--- config.mk ---
export PLATFORM = sky130hd
export DESIGN_NAME = pipeline_fetch
export DESIGN_NICKNAME = d
export VERILOG_FILES = /design/src/rtl/pipeline_fetch_pkg.sv /design/src/rtl/fetch_queue.sv /design/src/rtl/pipeline_fetch.sv
export SDC_FILE = /design/constraint.sdc
export NUM_CORES = 1
export LEC_CHECK = 0
export CELL_PAD_IN_SITES_DETAIL_PLACEMENT = 2
export CELL_PAD_IN_SITES_GLOBAL_PLACEMENT = 2
export CORE_UTILIZATION = 34
export CTS_BUF_LIST = sky130_fd_sc_hd__clkbuf_16
export DETAILED_ROUTE_END_ITERATION = 6
export PLACE_DENSITY = 0.82
export SLEW_MARGIN = 20
export SYNTH_ARGS = -nofsm -noshare
export SYNTH_HDL_FRONTEND = slang
export SYNTH_HIERARCHICAL = 1
export SYNTH_SLANG_ARGS = --single-unit
export TNS_END_PERCENT = 20
--- constraint.sdc ---
create_clock -name clock -period 7.5 [get_ports clock]
set_input_delay 1.5 -clock clock [delete_from_list [all_inputs] [get_ports clock]]
set_output_delay 1.5 -clock clock [all_outputs]
set_load 0.02 [all_outputs]
--- src/rtl/pipeline_fetch_pkg.sv ---
// pipeline_fetch_pkg: pc-select codes shared with pipeline_control, reset pc and fetch queue entry type.
package pipeline_fetch_pkg;
  localparam logic [31:0] DEFAULT_INITIAL_PC = 32'h0040_0000;
  localparam logic [1:0] CTL_PC_PC4 = 2'd0;
  localparam logic [1:0] CTL_PC_PC_IMM = 2'd1;
  localparam logic [1:0] CTL_PC_RS1_IMM = 2'd2;
  localparam logic [1:0] CTL_PC_PC4_BR = 2'd3;
  typedef struct packed {
    logic [31:0] pc;
    logic [31:0] inst;
  } fetch_entry_t;
  function automatic logic [31:0] redirect_target(input logic [1:0] sel, input logic [31:0] pc,
                                                  input logic [31:0] imm, input logic [31:0] rs1);
    return sel == CTL_PC_PC_IMM ? pc + imm :
           sel == CTL_PC_RS1_IMM ? (rs1 + imm) & ~32'h1 : pc + 32'd4;
  endfunction
endpackage

--- src/rtl/fetch_queue.sv ---
// fetch_queue: synchronous {pc,inst} FIFO with push/pop and a flush that wins over both.
module fetch_queue
  import pipeline_fetch_pkg::*;
#(
  parameter int DEPTH = 2,
  localparam int AW = $clog2(DEPTH),
  localparam int CW = AW + 1
) (
  input  logic         clock,
  input  logic         reset,
  input  logic         push,
  input  logic         pop,
  input  logic         flush,
  input  fetch_entry_t push_data,
  output logic [CW-1:0] count,
  output fetch_entry_t head
);
  fetch_entry_t mem [DEPTH];
  logic [AW-1:0] rd, wr;
  always_ff @(posedge clock or negedge reset)
    if (!reset) begin
      rd <= '0;
      wr <= '0;
      count <= '0;
    end else if (flush) begin
      rd <= '0;
      wr <= '0;
      count <= '0;
    end else begin
      rd <= rd + AW'(pop);
      wr <= wr + AW'(push);
      count <= count + CW'(push) - CW'(pop);
    end
  always_ff @(posedge clock)
    if (push && !flush) mem[wr] <= push_data;
  assign head = mem[rd];
endmodule

--- src/rtl/pipeline_fetch.sv ---
// pipeline_fetch: fetch pc, in-order imem requests, response queue to decode, redirect with wrong-path drop.
module pipeline_fetch
  import pipeline_fetch_pkg::*;
#(
  parameter logic [31:0] INITIAL_PC = DEFAULT_INITIAL_PC,
  parameter int QUEUE_DEPTH = 2
) (
  input  logic        clock,
  input  logic        reset,
  input  logic        ex_valid,
  input  logic [1:0]  next_pc_select,
  input  logic [31:0] ex_pc,
  input  logic [31:0] ex_imm,
  input  logic [31:0] ex_rs1,
  output logic        imem_req_valid,
  input  logic        imem_req_ready,
  output logic [31:0] imem_req_addr,
  input  logic        imem_resp_valid,
  input  logic [31:0] imem_resp_data,
  output logic        fetch_valid,
  input  logic        fetch_ready,
  output logic [31:0] fetch_pc,
  output logic [31:0] fetch_inst
);
  localparam int CW = $clog2(QUEUE_DEPTH) + 1;
  logic [31:0] pc, resp_pc;
  logic [CW-1:0] inflight, drop, count;
  logic [CW:0] occ;
  logic redirect, accept, resp_live, pop;
  fetch_entry_t head, push_entry;
  assign redirect = ex_valid && next_pc_select != CTL_PC_PC4;
  assign occ = {1'b0, inflight} + {1'b0, count};
  assign imem_req_valid = reset && !redirect && occ < (CW+1)'(QUEUE_DEPTH);
  assign imem_req_addr = pc;
  assign accept = imem_req_valid && imem_req_ready;
  assign resp_live = imem_resp_valid && drop == '0 && !redirect;
  assign pop = fetch_valid && fetch_ready && !redirect;
  // live requests since the last redirect are sequential and end at pc-4, so the oldest one's pc is derived
  assign resp_pc = pc - (32'(inflight - drop) << 2);
  assign push_entry = '{pc: resp_pc, inst: imem_resp_data};
  assign fetch_valid = count != '0;
  assign fetch_pc = head.pc;
  assign fetch_inst = head.inst;
  always_ff @(posedge clock or negedge reset)
    if (!reset) begin
      pc <= INITIAL_PC;
      inflight <= '0;
      drop <= '0;
    end else begin
      pc <= redirect ? redirect_target(next_pc_select, ex_pc, ex_imm, ex_rs1) : accept ? pc + 32'd4 : pc;
      inflight <= inflight + CW'(accept) - CW'(imem_resp_valid);
      drop <= redirect ? inflight - CW'(imem_resp_valid) : drop - CW'(imem_resp_valid && drop != '0);
    end
  fetch_queue #(.DEPTH(QUEUE_DEPTH)) u_queue (
    .clock(clock), .reset(reset), .push(resp_live), .pop(pop), .flush(redirect),
    .push_data(push_entry), .count(count), .head(head)
  );
  a_occ: assert property (@(posedge clock) disable iff (!reset) occ <= (CW+1)'(QUEUE_DEPTH));
  a_push_full: assert property (@(posedge clock) disable iff (!reset) !(resp_live && count == CW'(QUEUE_DEPTH)));
  a_drop: assert property (@(posedge clock) disable iff (!reset) drop <= inflight);
  a_resp_underflow: assert property (@(posedge clock) disable iff (!reset) !(imem_resp_valid && inflight == '0));
endmodule

# Word level (Yosys, flattened, before mapping)
# Memories as Yosys holds them, arrays and structs flattened.
# Cells that the tools add are included.
[word_totals]
regBits = 40
latch_bits = 0
ram_bits = 128
mem_bits_ro = 0
in_bits = 136
wordCells = 51
memories = 1
[memory_table]
columns = ["memory", "depth", "width", "read_ports", "rd_clocked_by_memory_dff", "write_ports", "line", "text"]
rows = [
  ["u_queue.mem", 2, 64, 1, 0, 1, "fetch_queue.sv:18", "fetch_entry_t mem [DEPTH];"],
]
[classes]
addsub = 15
mul = 0
div_mod_pow = 0
magnitude_cmp = 1
eq_ne = 2
shifts = 0
n_mux = 10
bitwise = 0
reduce_logical = 16
[ops]
columns = ["cell", "count"]
rows = [
  ["two-way mux 32 bit", 4],
  ["adder 32 x 3 -> 32 bit, second input constant", 2],
  ["adder 32 bit", 2],
  ["subtractor 32 bit", 1],
  ["logical AND 1 bit", 10],
  ["nonzero test 2 bit", 4],
  ["subtractor 2 x 1 -> 2 bit", 4],
  ["adder 2 x 1 -> 2 bit", 2],
  ["two-way mux 1 bit", 4],
  ["two-way mux 2 bit", 2],
  ["adder 2 x 2 -> 3 bit", 1],
  ["< comparator 3 x 2 -> 1 bit, second input constant", 1],
  ["subtractor 2 x 2 -> 3 bit", 1],
  ["adder 1 bit", 2],
  ["== test 2 x 1 -> 1 bit, second input constant", 1],
  ["== test 2 bit, second input constant", 1],
  ["logical NOT 2 bit", 1],
  ["logical NOT 1 bit", 1],
]

# Longest topological paths before layout
# Gate-level depths: netlist of the first run.
[logic_depth]
word_depth = 8
depth_mapped = 15
mapped_depth_nobuf = 15

# Cells and area by module
# The synthesis of the first run kept the hierarchy.
[modules_own_cells]
columns = ["mod", "instances", "cells_each", "area_each_um2"]
rows = [
  ["pipeline_fetch", 1, 1090, 8060.2],
  ["fetch_queue", 1, 216, 5027.3],
]

# Worst setup path before layout of the first run
# Ideal clock, no wire load.
[synth_timing]
kind = "input-to-reg"
from = "input next_pc_select[0]"
to = "memory u_queue/mem[1][0] in the netlist's numbering (enable)"
setup_time_ns = 0.578
arrival_time_ns = 7.003
path_slack_ns = -0.081
path_stages = 5
path_cell_list = "buf_2 -> o21ai_4 -> inv_2 -> clkbuf_1 -> nor3b_1"
[synth_via]
elab_chain_len = 7
[synth_lines]
columns = ["element", "line", "text"]
rows = [
  ["start: declaration", "pipeline_fetch.sv:11", "input logic [1:0] next_pc_select,"],
  ["nonzero test 2 bit (*)", "pipeline_fetch.sv:31", "assign redirect = ex_valid && next_pc_select != CTL_PC_PC4;"],
  ["logical AND 1 bit (*)", "pipeline_fetch.sv:31", ""],
  ["named net redirect", "pipeline_fetch.sv:29", "logic redirect, accept, resp_live, pop;"],
  ["logical NOT 1 bit (*)", "fetch_queue.sv:35, pipeline_fetch.sv:36", ""],
  ["logical AND 1 bit", "pipeline_fetch.sv:36", "assign resp_live = imem_resp_valid && drop == '0 && !redirect;"],
  ["logical AND 1 bit (*)", "fetch_queue.sv:35", "if (push && !flush) mem[wr] <= push_data;"],
  ["two-way mux 1 bit (*)", "fetch_queue.sv:35", ""],
  ["two-way mux 1 bit (not written as such) (*)", "fetch_queue.sv:35", ""],
  ["end: declaration", "fetch_queue.sv:18", ""],
]
# Mark *: on every way through the listed nets, which the timed path passes. The rest lies on a longest branch.

# Final worst setup path of the first run
[layout_timing]
from = "input next_pc_select[1]"
to = "output imem_req_valid"
[layout_via]
elab_chain_len = 5
[layout_lines]
columns = ["element", "line", "text"]
rows = [
  ["nonzero test 2 bit", "pipeline_fetch.sv:31", ""],
  ["logical AND 1 bit", "pipeline_fetch.sv:31", ""],
  ["logical NOT 1 bit", "pipeline_fetch.sv:33", "assign imem_req_valid = reset && !redirect && occ < (CW+1)'(QUEUE_DEPTH);"],
  ["logical AND 1 bit (2 in a row)", "pipeline_fetch.sv:33", ""],
  ["end: declaration", "pipeline_fetch.sv:15", "output logic imem_req_valid,"],
]
# Every way passes these cells.

==> metrics, run 1 <==
status finished, final reports clean; register area share after synthesis 37.0%; Clock Tree Root clkbuf_16; Placed Cells a little over 2000; commonest non-fill, non-tap cells in the layout clkdlybuf4s50_1, edfxtp_1, ha_1; Num CTS Buffers 17; WP data arrival roughly 3.1 ns; H-tree levels 4; critical-path cell list clkdlybuf4s50_1 > buf_4 > o21ai_4 > and3_1 > clkdlybuf4s50_1; pre-CTS setup slack 2.60 ns; Final Hold Vio Count 0; Setup CP Type in2out; diodes inserted 0; Die W slightly below 200 um; Worst setup EP type output pin; Mapped Area around 0.013 sq mm; CP Buf/Inv Count 3; Least-Margin Pin Slew 0.956 ns; kind of start point of the critical path input port; Mean Syn Cell Area 10.0 sq um; Max Root-Sink Buffers 2; main flop type after synthesis edfxtp_1; Setup Skew approximately 0.0089 ns; pin count of the biggest net entering global routing between 60 and 70; leak pwr 6.29 nW; class of the worst hold path reg2reg; DR top layer met5; Distinct cells, synth 87; Most common cell on crit path clkdlybuf4s50_1; RSZ-0062 raised after global routing no; fillers between 4000 and 5000; Routed Antenna Nets 0; Critical Path Fanout Max 36; Async SR Flop Fraction 23.8%; WL/cell 21.9 um; IO Pins 234; fmax 216 MHz; Max stage delay on crit path 0.61 ns; max-cap violations 0; power per cell area 322 mW/mm^2; CTS tree done; Worst path top cell family by delay buffers and inverters; IO Port Bufs 233; clock slew seen by the registers of the worst setup and hold paths ~0.060 ns; layout cell share with drive strength beyond 1 9.50%; drt pass-1 iters 5; CORE AREA about 0.038 sq mm; Core Util, Final between 40% and 50%; vias in the first global route ~12000; DR vias/cell 5.51; met3 routed WL about 1.7 mm; Worst EP required 6.00 ns; Peak VDD IR 0.000197 V; Yosys reg bits roughly 170; die area 0.0393 sq mm; Global Route Usage Sum a little under a quarter; post-CTS repair timing setup buffer count 0; Post-synth EDFFs 128; initial core utilization between 30% and 40%; TritonCTS Sinks around 170; Max-slew headroom 36.3%; first-pass GRT wire length 69.3 mm; area of the multi-input gates 0.00786 sq mm; cts repair resizes 0; Initial DRC Count 449; commonest non-fill, non-tap cell in the layout clkdlybuf4s50_1; WL met1 20.0 mm; post-synth net total 1550; vias after detailed routing 11300; Cell Area, Placed 0.0159 sq mm; crit path time final roughly 4.6 ns; worst-skew pair later-pin latency between 0.4 and 0.5 ns; grt ovf 0; Worst path slowest cell clkdlybuf4s50_1; final period utilization between 60% and 70%; Synth Instances roughly 1300; Non-Filler Instances 2048; initial antenna violation count 1; design area between 0.015 and 0.02 sq mm; DRC Markers 0; # setup viols final 0; met2 WL approximately 22 mm; Post-CTS Hold Buffers 0; Nets between 1500 and 2000; cell row count 71; setup ws final 2.87 ns; GPL Wtd Cong 0.858; wirelength, routed 44.8 mm; dpl hpwl 36.0 mm; register area just under 0.005 sq mm; TNS Setup 0 ns; Max Slew Vio Count 0; Ys Warns 6; Die Ht slightly below 200 um; area delta synth->final 25.8%
where the power goes:
group          internal, mW  switching, mW  total, mW
clock                 0.422          0.381      0.803
sequential             1.33          0.154       1.49
combinational          1.31           1.71       3.01
worst register-to-register path: cells and delay by family (launching register included):
family	cells	cell delay (ns)
compound gates	6	1.82
fa+ha+maj	3	0.90
buf+inv	3	0.42
flops	1	0.40
mux	1	0.15
simple gates	2	0.45
routing by layer:
layer | vias up | global-route usage (%)
li1 | 5390 | -
met1 | 5634 | 28.6
met2 | 223 | 40.8
met3 | 45 | 3.19
met4 | 2 | 6.60
met5 | - | 0
flip-flops by register name, indices dropped and copies added (netlist names):
register / flops
u_queue/mem: 128
u_queue/wr: 1
drop: 2
inflight: 2
imem_req_addr: 32
u_queue/rd: 1
u_queue/count: 2
cell usage after synthesis, types with 25 or more instances:
master / number / area share [%]
edfxtp_1: 128 / 29
ha_1: 103 / 9.8
nand2_1: 96 / 2.8
a21oi_1: 89 / 3.4
nor2_1: 89 / 2.6
xnor2_1: 74 / 5.0
o21ai_0: 70 / 2.7
mux2_4: 50 / 5.7
xor2_1: 49 / 3.3
a21o_1: 42 / 2.4
nand3_1: 42 / 1.6
dfrtp_1: 39 / 7.5
inv_1: 39 / 1.1
and3_1: 31 / 1.5
nand4_1: 30 / 1.4
nor3_1: 25 / 0.96
final cells by class:
type | count | share of cell area [%]
clock buffer | 17 | 2.58
inverter | 42 | 0.958
multi-input combinational | 1051 | 47.7
tap | 511 | 3.88
timing repair buffer | 244 | 14.8
sequential | 168 | 29.5
clock inverter | 15 | 0.623
path summary, 6_finish.rpt:
check | cells past startpoint | end | slack [ns] | startpoint
max | 5 | imem_req_valid | 2.87 | next_pc_select[1]
min | 0 | u_queue/mem[0][33] | 0.53 | imem_req_addr[1]
max reg2reg | 15 | u_queue/mem[0][63] | 3.17 | inflight[0]
min reg2reg | 0 | u_queue/mem[0][33] | 0.53 | imem_req_addr[1]
max in group asynchronous | 1 | u_queue/rd | 5.58 | reset
min in group asynchronous | 1 | imem_req_addr[0] | 1.21 | reset
kinds of logic after synthesis:
| kind of cell | synth area share [%] |
|---|---|
| and+or+nand+nor | 14.5 |
| AOI/OAI and AO/OA | 18.9 |
| adders and majority gates | 10.6 |
| muxes | 7.56 |
| buffers and inverters | 3.05 |
| DFF | 37.0 |
| xor gates and xnor gates | 8.40 |
metrics by stage:
step	power, mW	hold slack, ns
finish	5.30	0.526
global route	5.65	0.549
CTS	5.35	0.532
detailed placement	4.50	0.519
global placement	4.31	0.506
floorplan	3.47	0.465
No activity file was read; power rests on OpenSTA's default activity.
==> run 2: changes to the inputs <==
--- a/config.mk
+++ b/config.mk
@@ -7,10 +7,10 @@
 export LEC_CHECK = 0
 export CELL_PAD_IN_SITES_DETAIL_PLACEMENT = 2
 export CELL_PAD_IN_SITES_GLOBAL_PLACEMENT = 2
-export CORE_UTILIZATION = 34
+export CORE_UTILIZATION = 31
 export CTS_BUF_LIST = sky130_fd_sc_hd__clkbuf_16
 export DETAILED_ROUTE_END_ITERATION = 6
-export PLACE_DENSITY = 0.82
+export PLACE_DENSITY = 0.78
 export SLEW_MARGIN = 20
 export SYNTH_ARGS = -nofsm -noshare
 export SYNTH_HDL_FRONTEND = slang
==> constraint.sdc (replaced) <==
create_clock -name clock -period 4.1 [get_ports clock]
set_input_delay 0.82 -clock clock [delete_from_list [all_inputs] [get_ports clock]]
set_output_delay 0.82 -clock clock [all_outputs]
set_load 0.02 [all_outputs]
==> run 2 against run 1 <==
Effect of this change: global-route usage down 1.4 points; highest routed layer is now met4; sequential cell count unchanged; critical path type is now reg2reg; clock skew up 0.0025 ns; first-iteration DRC count decreased by 21%; critical path depth is 10 higher.
==> metrics, run 2 (synthesis gave the netlist of run 1 again) <==
status finished, final reports clean; CTS tree done; die area 0.0430 sq mm (+9.6%); leak pwr 6.56 nW (+4.4%); Worst path slowest cell a221oi_1; pin count of the biggest net entering global routing 65 (unchanged); Nets 1820 (+2.9%); drt pass-1 iters 4 (-1); IO Port Bufs 233 (unchanged); design area 0.0169 sq mm (+2.9%); Clock Tree Root clkbuf_16; power per cell area 585 mW/mm^2 (+82%); diodes inserted 0 (unchanged); critical-path cell list inv_1 > ha_1 > inv_1 > fa_2 > buf_12 > ha_1 > a21oi_1 > o21ai_0 > a221oi_1 > o2111ai_1 > nand2_1 > o211a_1 > o21bai_1 > a21oi_1 > xnor2_1; pre-CTS setup slack 0.0467 ns (-2.55 ns); TritonCTS Sinks 168 (unchanged); cell row count 74 (+4.2%); setup ws final 0.243 ns (-2.63 ns); Post-CTS Hold Buffers 0 (unchanged); RSZ-0062 raised after global routing no; DRC Markers 0 (unchanged); WP data arrival 4.03 ns (+0.90 ns); kind of start point of the critical path flop; hold_ws 0.260 ns (-0.266 ns); Initial DRC Count 356 (-21%); worst-skew pair later-pin latency 0.43 ns (about the same); Routed Antenna Nets 0 (unchanged); CORE AREA 0.0412 sq mm (+9.1%); Largest register FFs 128 (unchanged); initial core utilization 31.8% (-2.9 points); Peak VDD IR 0.000239 V (+22%); Die Ht 207 um (+4.7%); Max Slew Vio Count 0 (unchanged); Final Hold Vio Count 0 (unchanged); area delta synth->final 29.5%; GPL Wtd Cong 0.878 (+2.3%); WL/cell 21.5 um (-1.7%); Num CTS Buffers 17 (unchanged); CP Buf/Inv Count 3 (unchanged); Least-Margin Pin Slew 0.569 ns (-0.387 ns); Max-slew headroom 62.0% (+26 points); DR vias/cell 5.42 (-1.8%); fmax 259 MHz; initial antenna violation count 0 (-1); Cell Area, Placed 0.0164 sq mm (+2.8%); Worst path top cell family by delay compound AO/OA/AOI/OAI gates; Setup CP Type reg2reg; first-pass GRT wire length 73.2 mm (+5.7%); grt ovf 0 (unchanged); Die W 207 um (+4.7%); Placed Cells 2089 (+3.6%); wirelength, routed 45.5 mm (+1.7%); clock slew seen by the registers of the worst setup and hold paths 0.07 ns (about the same); Setup Skew 0.0114 ns (+0.00255 ns); vias after detailed routing 11500 (+1.6%); commonest non-fill, non-tap cell in the layout clkdlybuf4s50_1; dpl hpwl 36.7 mm (+2.1%); crit path time final 3.86 ns; Tot Pwr 9.92 mW (+87%); class of the worst hold path in2async; Max Root-Sink Buffers 2 (unchanged); Non-Filler Instances 2119 (+3.5%); Top reg by flops u_queue/mem; H-tree levels 4 (unchanged); Critical Path Fanout Max 28 (-22%); Max stage delay on crit path 0.45 ns (-0.16 ns); R2R Setup Slk 0.24 ns (-2.93 ns); final period utilization 94.1%; IO Pins 234 (unchanged); layout cell share with drive strength beyond 1 12.7% (+3.2 points); TNS Setup 0 ns (unchanged); # setup viols final 0 (unchanged); Worst EP required 4.27 ns (-1.73 ns); max-cap violations 0 (unchanged); Global Route Usage Sum 21.5% (-1.4 points); Core Util, Final 41.1% (-2.5 points); commonest non-fill, non-tap cells in the layout clkdlybuf4s50_1, edfxtp_1, ha_1; vias in the first global route 12900 (+4.7%); Worst setup EP type flop
## run 2: cell count changes in the layout (fill, tap and decap cells not counted), sizes merged
cell | before | now
buf | 12 | 64
bufinv | 0 | 1
clkinv | 6 | 8
clkinvlp | 5 | 3
inv | 46 | 43
## run 2: metal layers
metal / track usage (%) / wire length, um
met1: 27.0 / 20500
met2: 39.2 / 23100
met3: 2.01 / 1120
met4: 5.38 / 785
met5: 0 / 0
## run 2: timing repair
item,CTS,global route
setup buffers,0,0
endpoints found under the setup margin,0,14
resized for setup,0,10
## run 2: area by class of cell
cell class / count / area, sq um
Clock buffer: 17 / 425
Fill cell: 4374 / 24300
Inverter: 42 / 158
Sequential cell: 168 / 4850
Multi-Input combinational cell: 1051 / 7910
Clock inverter: 13 / 92.6
Timing Repair Buffer: 296 / 2850
Tap cell: 532 / 666
## run 2: final timing paths
check,endpoint,cells after the start,start
worst max-delay path,u_queue/mem[1][62],15,inflight[0]
worst min-delay path,drop[0],1,reset
worst max register to register,u_queue/mem[1][62],15,inflight[0]
worst min register to register,u_queue/mem[1][33],0,imem_req_addr[1]
max in group asynchronous,imem_req_addr[22],2,reset
min in group clock,u_queue/mem[1][33],0,imem_req_addr[1]
## run 2: worst register-to-register path, cell delays in order (launching register included)
cell	delay [ns]
dfrtp_1	0.40
inv_1	0.09
ha_1	0.15
inv_1	0.05
fa_2	0.41
buf_12	0.20
ha_1	0.39
a21oi_1	0.26
o21ai_0	0.17
a221oi_1	0.45
o2111ai_1	0.33
nand2_1	0.19
o211a_1	0.17
o21bai_1	0.07
a21oi_1	0.17
xnor2_1	0.11
## run 2: power by group
part / switching (mW) / total [mW] / internal (mW)
Clock: 0.640 / 1.45 / 0.812
Sequential: 0.272 / 2.71 / 2.43
Combinational: 3.20 / 5.76 / 2.56
Total: 4.12 / 9.92 / 5.80
